[config.mk]
export PLATFORM = sky130hd
export DESIGN_NAME = cpu_top
export DESIGN_NICKNAME = d
export VERILOG_FILES = /design/src/rtl/cpu_pkg.sv /design/src/rtl/seg7_scan.sv /design/src/rtl/cpu_top.sv
export SDC_FILE = /design/constraint.sdc
export NUM_CORES = 1
export LEC_CHECK = 0
export CORE_ASPECT_RATIO = 0.7
export CORE_UTILIZATION = 65
export DETAILED_ROUTE_END_ITERATION = 8
export DONT_BUFFER_PORTS = 1
export PLACE_DENSITY_LB_ADDON = 0.25
export RECOVER_POWER = 50
export SLEW_MARGIN = 20
export SYNTH_ARGS = -nofsm -noshare
export SYNTH_HDL_FRONTEND = slang
export SYNTH_SLANG_ARGS = --single-unit
[constraint.sdc]
create_clock -name CLK100MHZ -period 12.7 [get_ports CLK100MHZ]
set_clock_uncertainty 0.1 [all_clocks]
set_input_delay 1.27 -clock CLK100MHZ [delete_from_list [all_inputs] [get_ports CLK100MHZ]]
set_output_delay 1.27 -clock CLK100MHZ [all_outputs]
set_load 0.005 [all_outputs]
[src/rtl/cpu_pkg.sv]
// Shared definitions for the demonstration CPU: opcodes, instruction
// field layout and the seven-segment hex font.
package cpu_pkg;

  localparam int DATA_W  = 16;
  localparam int PC_W    = 8;

  localparam int OPCODE_MSB = 15;
  localparam int OPCODE_LSB = 12;
  localparam int RD_MSB     = 11;
  localparam int RD_LSB     = 10;
  localparam int RS_MSB     = 9;
  localparam int RS_LSB     = 8;
  localparam int IMM_MSB    = 7;
  localparam int IMM_LSB    = 0;

  typedef enum logic [3:0] {
    OP_NOP  = 4'd0,
    OP_LDI  = 4'd1,
    OP_ADD  = 4'd2,
    OP_SUB  = 4'd3,
    OP_ADDI = 4'd4,
    OP_BNZ  = 4'd5,
    OP_OUT  = 4'd6,
    OP_HALT = 4'd7
  } opcode_t;

  // Active-low segment pattern {g,f,e,d,c,b,a} for one hex nibble.
  function automatic logic [6:0] seg7_font(input logic [3:0] nib);
    logic [6:0] pattern;
    case (nib)
      4'h0: pattern = 7'h40;
      4'h1: pattern = 7'h79;
      4'h2: pattern = 7'h24;
      4'h3: pattern = 7'h30;
      4'h4: pattern = 7'h19;
      4'h5: pattern = 7'h12;
      4'h6: pattern = 7'h02;
      4'h7: pattern = 7'h78;
      4'h8: pattern = 7'h00;
      4'h9: pattern = 7'h10;
      4'hA: pattern = 7'h08;
      4'hB: pattern = 7'h03;
      4'hC: pattern = 7'h46;
      4'hD: pattern = 7'h21;
      4'hE: pattern = 7'h06;
      default: pattern = 7'h0E;
    endcase
    return pattern;
  endfunction

endpackage

[src/rtl/seg7_scan.sv]
// Multiplexed 8-digit seven-segment driver. Each digit is lit for
// SCAN_DIV clocks; segment and select outputs are registered together.
module seg7_scan
  import cpu_pkg::*;
#(
  parameter int SCAN_DIV = 100000
) (
  input  logic        clk,
  input  logic        rst_n,
  input  logic [31:0] hex_word,
  input  logic [7:0]  dp_mask,
  output logic [7:0]  seg_data_pin,
  output logic [7:0]  seg_cs_pin
);

  localparam int CNT_W = (SCAN_DIV > 1) ? $clog2(SCAN_DIV) : 1;

  logic [CNT_W-1:0] scan_cnt;
  logic [2:0]       digit_idx;
  logic             scan_wrap;
  logic [2:0]       next_idx;
  logic [3:0]       next_nib;

  assign scan_wrap = (scan_cnt == CNT_W'(SCAN_DIV - 1));
  assign next_idx  = scan_wrap ? digit_idx + 3'd1 : digit_idx;
  assign next_nib  = hex_word[{next_idx, 2'b00} +: 4];

  // Advance the dwell counter and digit index; refresh the segment pattern
  // every clock so content changes appear without waiting for the next slot.
  always_ff @(posedge clk or negedge rst_n) begin
    if (!rst_n) begin
      scan_cnt     <= '0;
      digit_idx    <= 3'd0;
      seg_cs_pin   <= 8'hFE;
      seg_data_pin <= 8'hC0;
    end else begin
      scan_cnt     <= scan_wrap ? '0 : scan_cnt + CNT_W'(1);
      digit_idx    <= next_idx;
      seg_cs_pin   <= ~(8'h01 << next_idx);
      seg_data_pin <= {~dp_mask[next_idx], seg7_font(next_nib)};
    end
  end

endmodule

[src/rtl/cpu_top.sv]
// Minimal 16-bit single-cycle CPU running a fixed ROM program (sum 1..10),
// with its output register and PC shown on the seven-segment display.
module cpu_top
  import cpu_pkg::*;
#(
  parameter int SCAN_DIV  = 100000,
  parameter int ROM_DEPTH = 16
) (
  input  logic        CLK100MHZ,
  input  logic        rst,
  output logic [15:0] Flag,
  output logic [7:0]  seg_data_pin,
  output logic [7:0]  seg_cs_pin
);

  logic [PC_W-1:0]   pc;
  logic              halted;
  logic [DATA_W-1:0] regs [4];

  logic [15:0]       instr;
  logic [3:0]        opcode;
  logic [1:0]        rd;
  logic [1:0]        rs;
  logic [7:0]        imm;
  logic [DATA_W-1:0] rd_val;
  logic [DATA_W-1:0] rs_val;
  logic [DATA_W-1:0] imm_sext;

  // Program ROM; anything past the populated depth reads as HALT.
  always_comb begin
    instr = 16'h7000;
    if (int'(pc) < ROM_DEPTH) begin
      case (pc)
        8'd0: instr = 16'h100A;
        8'd1: instr = 16'h1400;
        8'd2: instr = 16'h2400;
        8'd3: instr = 16'h40FF;
        8'd4: instr = 16'h5002;
        8'd5: instr = 16'h6400;
        default: instr = 16'h7000;
      endcase
    end
  end

  assign opcode   = instr[OPCODE_MSB:OPCODE_LSB];
  assign rd       = instr[RD_MSB:RD_LSB];
  assign rs       = instr[RS_MSB:RS_LSB];
  assign imm      = instr[IMM_MSB:IMM_LSB];
  assign rd_val   = regs[rd];
  assign rs_val   = regs[rs];
  assign imm_sext = {{(DATA_W - 8){imm[7]}}, imm};

  // Retire one instruction per clock until HALT freezes the core.
  always_ff @(posedge CLK100MHZ or negedge rst) begin
    if (!rst) begin
      pc     <= '0;
      halted <= 1'b0;
      Flag   <= '0;
      for (int i = 0; i < 4; i++) regs[i] <= '0;
    end else if (!halted) begin
      pc <= pc + PC_W'(1);
      case (opcode)
        OP_LDI:  regs[rd] <= {8'h00, imm};
        OP_ADD:  regs[rd] <= rd_val + rs_val;
        OP_SUB:  regs[rd] <= rd_val - rs_val;
        OP_ADDI: regs[rd] <= rd_val + imm_sext;
        OP_BNZ:  if (rd_val != '0) pc <= imm;
        OP_OUT:  Flag <= rd_val;
        OP_HALT: begin
          halted <= 1'b1;
          pc     <= pc;
        end
        default: ;
      endcase
    end
  end

  seg7_scan #(
    .SCAN_DIV(SCAN_DIV)
  ) u_scan (
    .clk         (CLK100MHZ),
    .rst_n       (rst),
    .hex_word    ({4'h0, 3'b000, halted, pc, Flag}),
    .dp_mask     (8'h80),
    .seg_data_pin(seg_data_pin),
    .seg_cs_pin  (seg_cs_pin)
  );

endmodule

==> results of run 1 <==
==> cell families (layout without fill, tap and decap cells) <==
family / Yosys count / after routing / synth area share
AND/OR/NAND/NOR: 298 / 298 / 0.208
AO/OA/AOI/OAI: 233 / 233 / 0.219
flip-flops: 92 / 92 / 0.316
buffers and inverters: 79 / 71 / 0.0443
adder cells (fa/ha/maj): 59 / 59 / 0.104
multiplexers: 46 / 46 / 0.0691
XOR/XNOR: 33 / 33 / 0.0395
==> per-layer routing <==
layer,global-route usage,up-vias
li1,-,3076
met1,0.568,3342
met2,0.561,430
met3,0.0960,48
met4,0.111,0
met5,0,-
==> where the power goes <==
part / switching [mW] / internal (mW)
sequential: 0 / 0.293
clock: 0.121 / 0.179
combinational: 0 / 0
==> path summary, 6_finish.rpt <==
kind,end,slack [ps],cells after the start
min in group asynchronous,asynchronous set/reset pin,510,0
worst min-delay path,u_scan.scan_cnt[0]$_DFF_PN0_,400,1
max in group asynchronous,u_scan.seg_cs_pin[1]$_DFF_PN1_,11740,0
worst min register to register,u_scan.scan_cnt[0]$_DFF_PN0_,400,1
worst max-delay path,regs[44]$_DFFE_PN0P_,7280,14
worst max register to register,regs[44]$_DFFE_PN0P_,7280,14
==> placed cells by master, fill, tap and decap left out, types with 5 or more instances in the layout <==
cell       netlist  layout
and3_1           5       5
o21ai_0         58      58
nand3_1         35      35
nand2b_1        25      25
a22oi_1         10      10
ha_1            56      56
clkbuf_16        0       9
inv_1           47      47
nor4_1          16      16
buf_4            1       8
dfstp_2          8       8
o2111ai_1        5       5
xor2_1           8       8
nor2b_1         12      12
nor2_1          55      55
nand2_1         81      81
a31oi_1          8       8
xnor2_1         25      25
o21a_1          13      13
mux2i_1         28      28
o211ai_1        11      11
nor3_1          19      19
nand4_1          7       7
a21oi_1         41      41
dfrtp_1         84      84
a21o_1           6       6
and2_1           5       5
or3_1           10      10
o31ai_1         10      10
a211oi_1        15      15
mux2_2          16      16
==> cell type report <==
cell class / count / area (µm²) / area share
Multi-Input combinational cell: 669 / 4680 / 0.604
Clock inverter: 5 / 85.1 / 0.0110
Sequential cell: 92 / 2310 / 0.299
Inverter: 47 / 176 / 0.0228
Clock buffer: 11 / 243 / 0.0314
Tap cell: 148 / 185 / 0.0239
Timing Repair Buffer: 8 / 60.1 / 0.00776
==> per-stage QoR <==
step	power (mW)	utilization	setup slack (ps)	hold WS [ps]	std cells
6_report	0.594	0.728	7280	398	980
5_1_grt	0.606	0.728	7010	427	980
4_1_cts	0.593	0.728	7500	394	980
3_5_place_dp	0.299	0.697	7530	384	964
3_3_place_gp	0.299	0.697	7640	371	964
2_1_floorplan	0.299	-	8570	354	840
==> impl_results.md, run 1 <==
* Crit end category: register
* Critical path peak fanout at 10
* Max VDD drop at 66.5 µV
* Clk_lat worst skew at between 300 and 400 ps
* Critical path origin: pc[0]$_DFFE_PN0P_
* Commonest register cell after synthesis: dfrtp_1
* CP max-delay cell: o211ai_1
* Critical path class: register to register
* Post-synth EDFFs at 0
* Initial antenna violation count at 0
* Pleak at roughly 3.4 nW
* Critical path buffer and inverter count at 2
* Area contributors post-synth: dfrtp_1, ha_1, nand2_1, o21ai_0, mux2i_1
* Worst hold path class: register to register
* Die area at 0.0117 mm²
* First-pass GRT wire length at 34800 µm
* Cells after Synth at 840
* Cell Area, Placed at approximately 0.0074 mm²
* GPL Wtd Cong at 0.958
* Hold Vio Cnt, Final at 0
* Slew HR at 0.209
* Synth cell count leaders: dfrtp_1, nand2_1, o21ai_0
* Fmax at roughly 0.18 GHz
* Metal-1 WL at between 9000 and 10000 µm
* Met2 wire length at 9310 µm
* Fillers at about 800
* CP cell instances: inv_1 > ha_1 > nor2b_1 > o211ai_1 > mux2i_1 > fa_1 > nand2b_1 > a21o_1 > a2111oi_0 > buf_4 > nor2_1 > o41ai_1 > nor3_1 > o41ai_1
* Yosys top cell area share at 0.287
* Clock root buffer: clkbuf_16
* Ant. Diodes at 0
* Setup_tns at 0 ps
* Most common cell in the netlist: dfrtp_1
* Slew Viols, Final at 0
* Final WL at between 20000 and 25000 µm
* Port bufs at 0
* CTS Hold Bufs at 0
* Status: complete, no violations
* Mapped Area at around 0.0073 mm²
* Largest net degree at the start of global routing at 93
* Design Area, Final at 0.00774 mm²
* Reg clk slew, reported paths at about 70 ps
* Setup violators final at 0
* Mean post-synth cell area at just under 9 µm²
* FP Rows at 31
* Worst hold start: u_scan.scan_cnt[0]$_DFF_PN0_
* Max incr delay on CP at 960 ps
* Cell taking the most area after synthesis: dfrtp_1
* Num ports at 34
* Distinct cells, synth at a little under 80
* Worst endpoint required time at approximately 13000 ps
* Seq cells post-synth at just over 90
* Residual antenna-violating net count after detailed routing at 0
* Nets at 888
* DRC viols at 0
* Pwr dens at between 70 and 80 mW/mm²
* Top cell family by delay on the critical path: compound AO/OA/AOI/OAI gates
* Synthesized Nets at 901
* Per-cell routed wire length at between 20 and 25 µm
* Sink Count at a little over 90
* Min Tclk post-route at roughly 5400 ps
* Register area share after synthesis at 0.316
* Share of layout cells above drive strength 1 at 0.0793
* Period utilisation layout at 0.427
* CTS tree: yes
* Via count at around 7000
* Drt first-iter violations at 865
* Post CTS Setup Buffer Count at 0
* Fraction of registers with async set or reset after synthesis at 1.00
* Met3 wire length at approximately 2600 µm
* Worst Tran Pin Value at 1180 ps
* Num CTS Buffers at 9
* Core ar. at between 0.01 and 0.015 mm²
* CP Launch Type: register
* Clock tree buffer depth at 2
* Max-cap violations at 0
* Warnings from Yosys at 0
* Vias in the first global route at between 6000 and 7000
* 1st-pass router iterations at 5
* RSZ-0062 raised after global routing: no
* H-tree depth at 3
* DP Wirelength at ~16000 µm
* Reg2reg start: pc[0]$_DFFE_PN0P_
* Max Used Layer: met4
* Worst EP arrival at around 5600 ps
* Chip height at 90.8 µm
* Via/cell ratio at 7.04
* Gr usage total at 0.387
* Cell mode on critical path: o41ai_1
* P&R area growth vs syn at 5.82%
* Initial Utilization at 0.688
* Gr ovfl total at 0
* CTS resizes at 0
* Die W at roughly 130 µm
Note: power is estimated with default switching activity, not from simulation.
==> run 2: changes to the inputs <==
==> constraint.sdc (replaced) <==
create_clock -name CLK100MHZ -period 5.1 [get_ports CLK100MHZ]
set_clock_uncertainty 0.1 [all_clocks]
set_input_delay 0.51 -clock CLK100MHZ [delete_from_list [all_inputs] [get_ports CLK100MHZ]]
set_output_delay 0.51 -clock CLK100MHZ [all_outputs]
set_load 0.005 [all_outputs]
==> run 2 against run 1 <==
  * The run now ends with max-capacitance violations, max-slew violations left
  * Cell area increased by 0.52%
  * Critical path depth increased by 3
  * Worst setup slack got worse by 6900 ps
  * Hold slack got worse by 11 ps
==> impl_results.md, run 2 (synthesis results as in run 1) <==
* CTS tree: yes
* Crit end category: register
* Multi-input gate area at 0.00468 mm²
* Chip height at between 90 and 100 µm
* Commonest non-fill, non-tap cell in the layout: dfrtp_1
* Drt first-iter violations at just over 900
* H-tree depth at 3
* 1st-pass router iterations at 6
* GPL Wtd Cong at roughly 0.93
* Gr usage total at 0.393
* RSZ-0062 raised after global routing: no
* Vias in the first global route at 6546
* Post CTS Setup Buffer Count at 0
* DRC viols at 0
* P&R area growth vs syn at 6.36%
* Worst endpoint required time at 5200 ps
* DP Wirelength at between 15000 and 20000 µm
* Hold Vio Cnt, Final at 0
* Slew Viols, Final at 93
* Setup_tns at 0 ps
* Setup violators final at 0
* Via/cell ratio at about 6.9
* Clock tree buffer depth at 2
* Final Non-Filler Cells at 986
* Gr ovfl total at 0
* Reg clk slew, reported paths at ~70 ps
* Cell Area, Placed at between 0.007 and 0.008 mm²
* Initial Utilization at 0.688
* Num CTS Buffers at 9
* Critical path class: register to register
* Failing checks: max-capacitance violations, max-slew violations
* Min Tclk post-route at between 4000 and 5000 ps
* Most frequent cells in the layout: dfrtp_1, nand2_1, o21ai_0, ha_1, nor2_1
* Fillers at 800
* Period utilisation layout at 0.934
* Residual antenna-violating net count after detailed routing at 0
* Per-cell routed wire length at around 22 µm
* Final WL at between 20000 and 25000 µm
* Tot Pwr at between 1 and 1.5 mW
* First-pass GRT wire length at 35100 µm
* Critical path peak fanout at 9
* Share of layout cells above drive strength 1 at 0.0847
* Fin util at 0.732
* Worst hold path class: register to register
* Nets at around 890
* CP Launch Type: register
* Flip-flop and latch area at about 0.0023 mm²
* Num ports at 34
* Status: complete, but fails checks
* Pleak at around 3.4 nW
* Max-cap violations at 1
* Fmax at ~0.21 GHz
* Die area at between 0.01 and 0.015 mm²
* Design Area, Final at between 0.007 and 0.008 mm²
* Initial antenna violation count at 0
* Clk_lat worst skew at about 350 ps
* Clock root buffer: clkbuf_16
* Via count at roughly 7000
* Worst Tran Pin Value at 2340 ps
* Largest net degree at the start of global routing at between 90 and 100
* Sink Count at just over 90
* Post-placement cell count at a little under 1000
* Port bufs at 0
* Slew HR at -0.557
* Pwr dens at ~190 mW/mm²
* Core ar. at between 0.01 and 0.015 mm²
* Die W at 129 µm
* Ant. Diodes at 0
* Worst EP arrival at between 4000 and 5000 ps
* FP Rows at 31
* Max VDD drop at approximately 170 µV
run 2: cell count changes in the layout (fill, tap and decap cells not counted):
cell,previous run,this run
buf_4,8,12
inv_6,1,3
clkbuf_2,0,1
clkbuf_8,1,0
clkinv_4,1,0
dlygate4sd3_1,0,1
o21ai_0,58,57
o21ai_1,2,3
run 2: through the flow:
step,worst slack (ps),hold slack [ps]
global placement,748,116
global route,114,425
floorplan,966,114
CTS,458,386
detailed placement,600,116
finish,339,387
run 2: report_power, final:
| part | switching [mW] | internal (mW) |
|---|---|---|
| clock | 0.316 | 0.436 |
| combinational | 0.0141 | 0.000702 |
| sequential | 0 | 0.730 |
| total | 0.330 | 1.17 |
run 2: path summary, 6_finish.rpt:
check | from | to | slack [ps] | cells after the start
setup reg to reg | pc[0]$_DFFE_PN0P_ | regs[62]$_DFFE_PN0P_ | 340 | 17
min in group asynchronous | rst | asynchronous set/reset pin | 1280 | 2
setup / recovery | pc[0]$_DFFE_PN0P_ | regs[62]$_DFFE_PN0P_ | 340 | 17
hold / removal | u_scan.scan_cnt[0]$_DFF_PN0_ | u_scan.scan_cnt[0]$_DFF_PN0_ | 390 | 1
hold reg to reg | u_scan.scan_cnt[0]$_DFF_PN0_ | u_scan.scan_cnt[0]$_DFF_PN0_ | 390 | 1
max in group asynchronous | rst | Flag[9]$_DFFE_PN0P_ | 2220 | 2
run 2: metal layers:
| layer | GRT usage | routed length (µm) | up-vias |
|---|---|---|---|
| met5 | 0.0271 | 36 | - |
| met4 | 0.125 | 507 | 2 |
| met3 | 0.127 | 2570 | 67 |
| met2 | 0.573 | 9500 | 409 |
| met1 | 0.547 | 9390 | 3284 |
| li1 | - | - | 3085 |
run 2: area by class of cell:
class	count	area share
Clock buffer	10	0.0294
Multi-Input combinational cell	669	0.601
Tap cell	148	0.0238
Timing Repair Buffer	14	0.0135
Sequential cell	92	0.297
Clock inverter	6	0.0121
Inverter	47	0.0227
run 2: critical path, stage by stage (launching register included):
cell       delay [ps]
dfrtp_1           500
inv_1             120
ha_1              290
nor2b_1           200
o211ai_1          440
buf_4             290
nand2_1            80
nand2_1           120
ha_1              220
inv_1              70
fa_1              420
nor2b_1           160
o31ai_1           150
a2111oi_0         830
nor2_1            120
a21oi_1           220
mux2i_1           210
mux2i_1            90
run 2: repair_timing:
item	CTS	global route
gates resized for setup	0	0
endpoints found under the hold margin	92	0
hold buffers	2	0
==> run 3: changes to the inputs <==
--- a/config.mk
+++ b/config.mk
@@ -5,6 +5,7 @@
 export SDC_FILE = /design/constraint.sdc
 export NUM_CORES = 1
 export LEC_CHECK = 0
+export CAP_MARGIN = 20
 export CORE_ASPECT_RATIO = 0.7
 export CORE_UTILIZATION = 65
 export DETAILED_ROUTE_END_ITERATION = 8
==> results of run 3 <==
The final DEF is identical to that of run 2; final timing and power are the same.
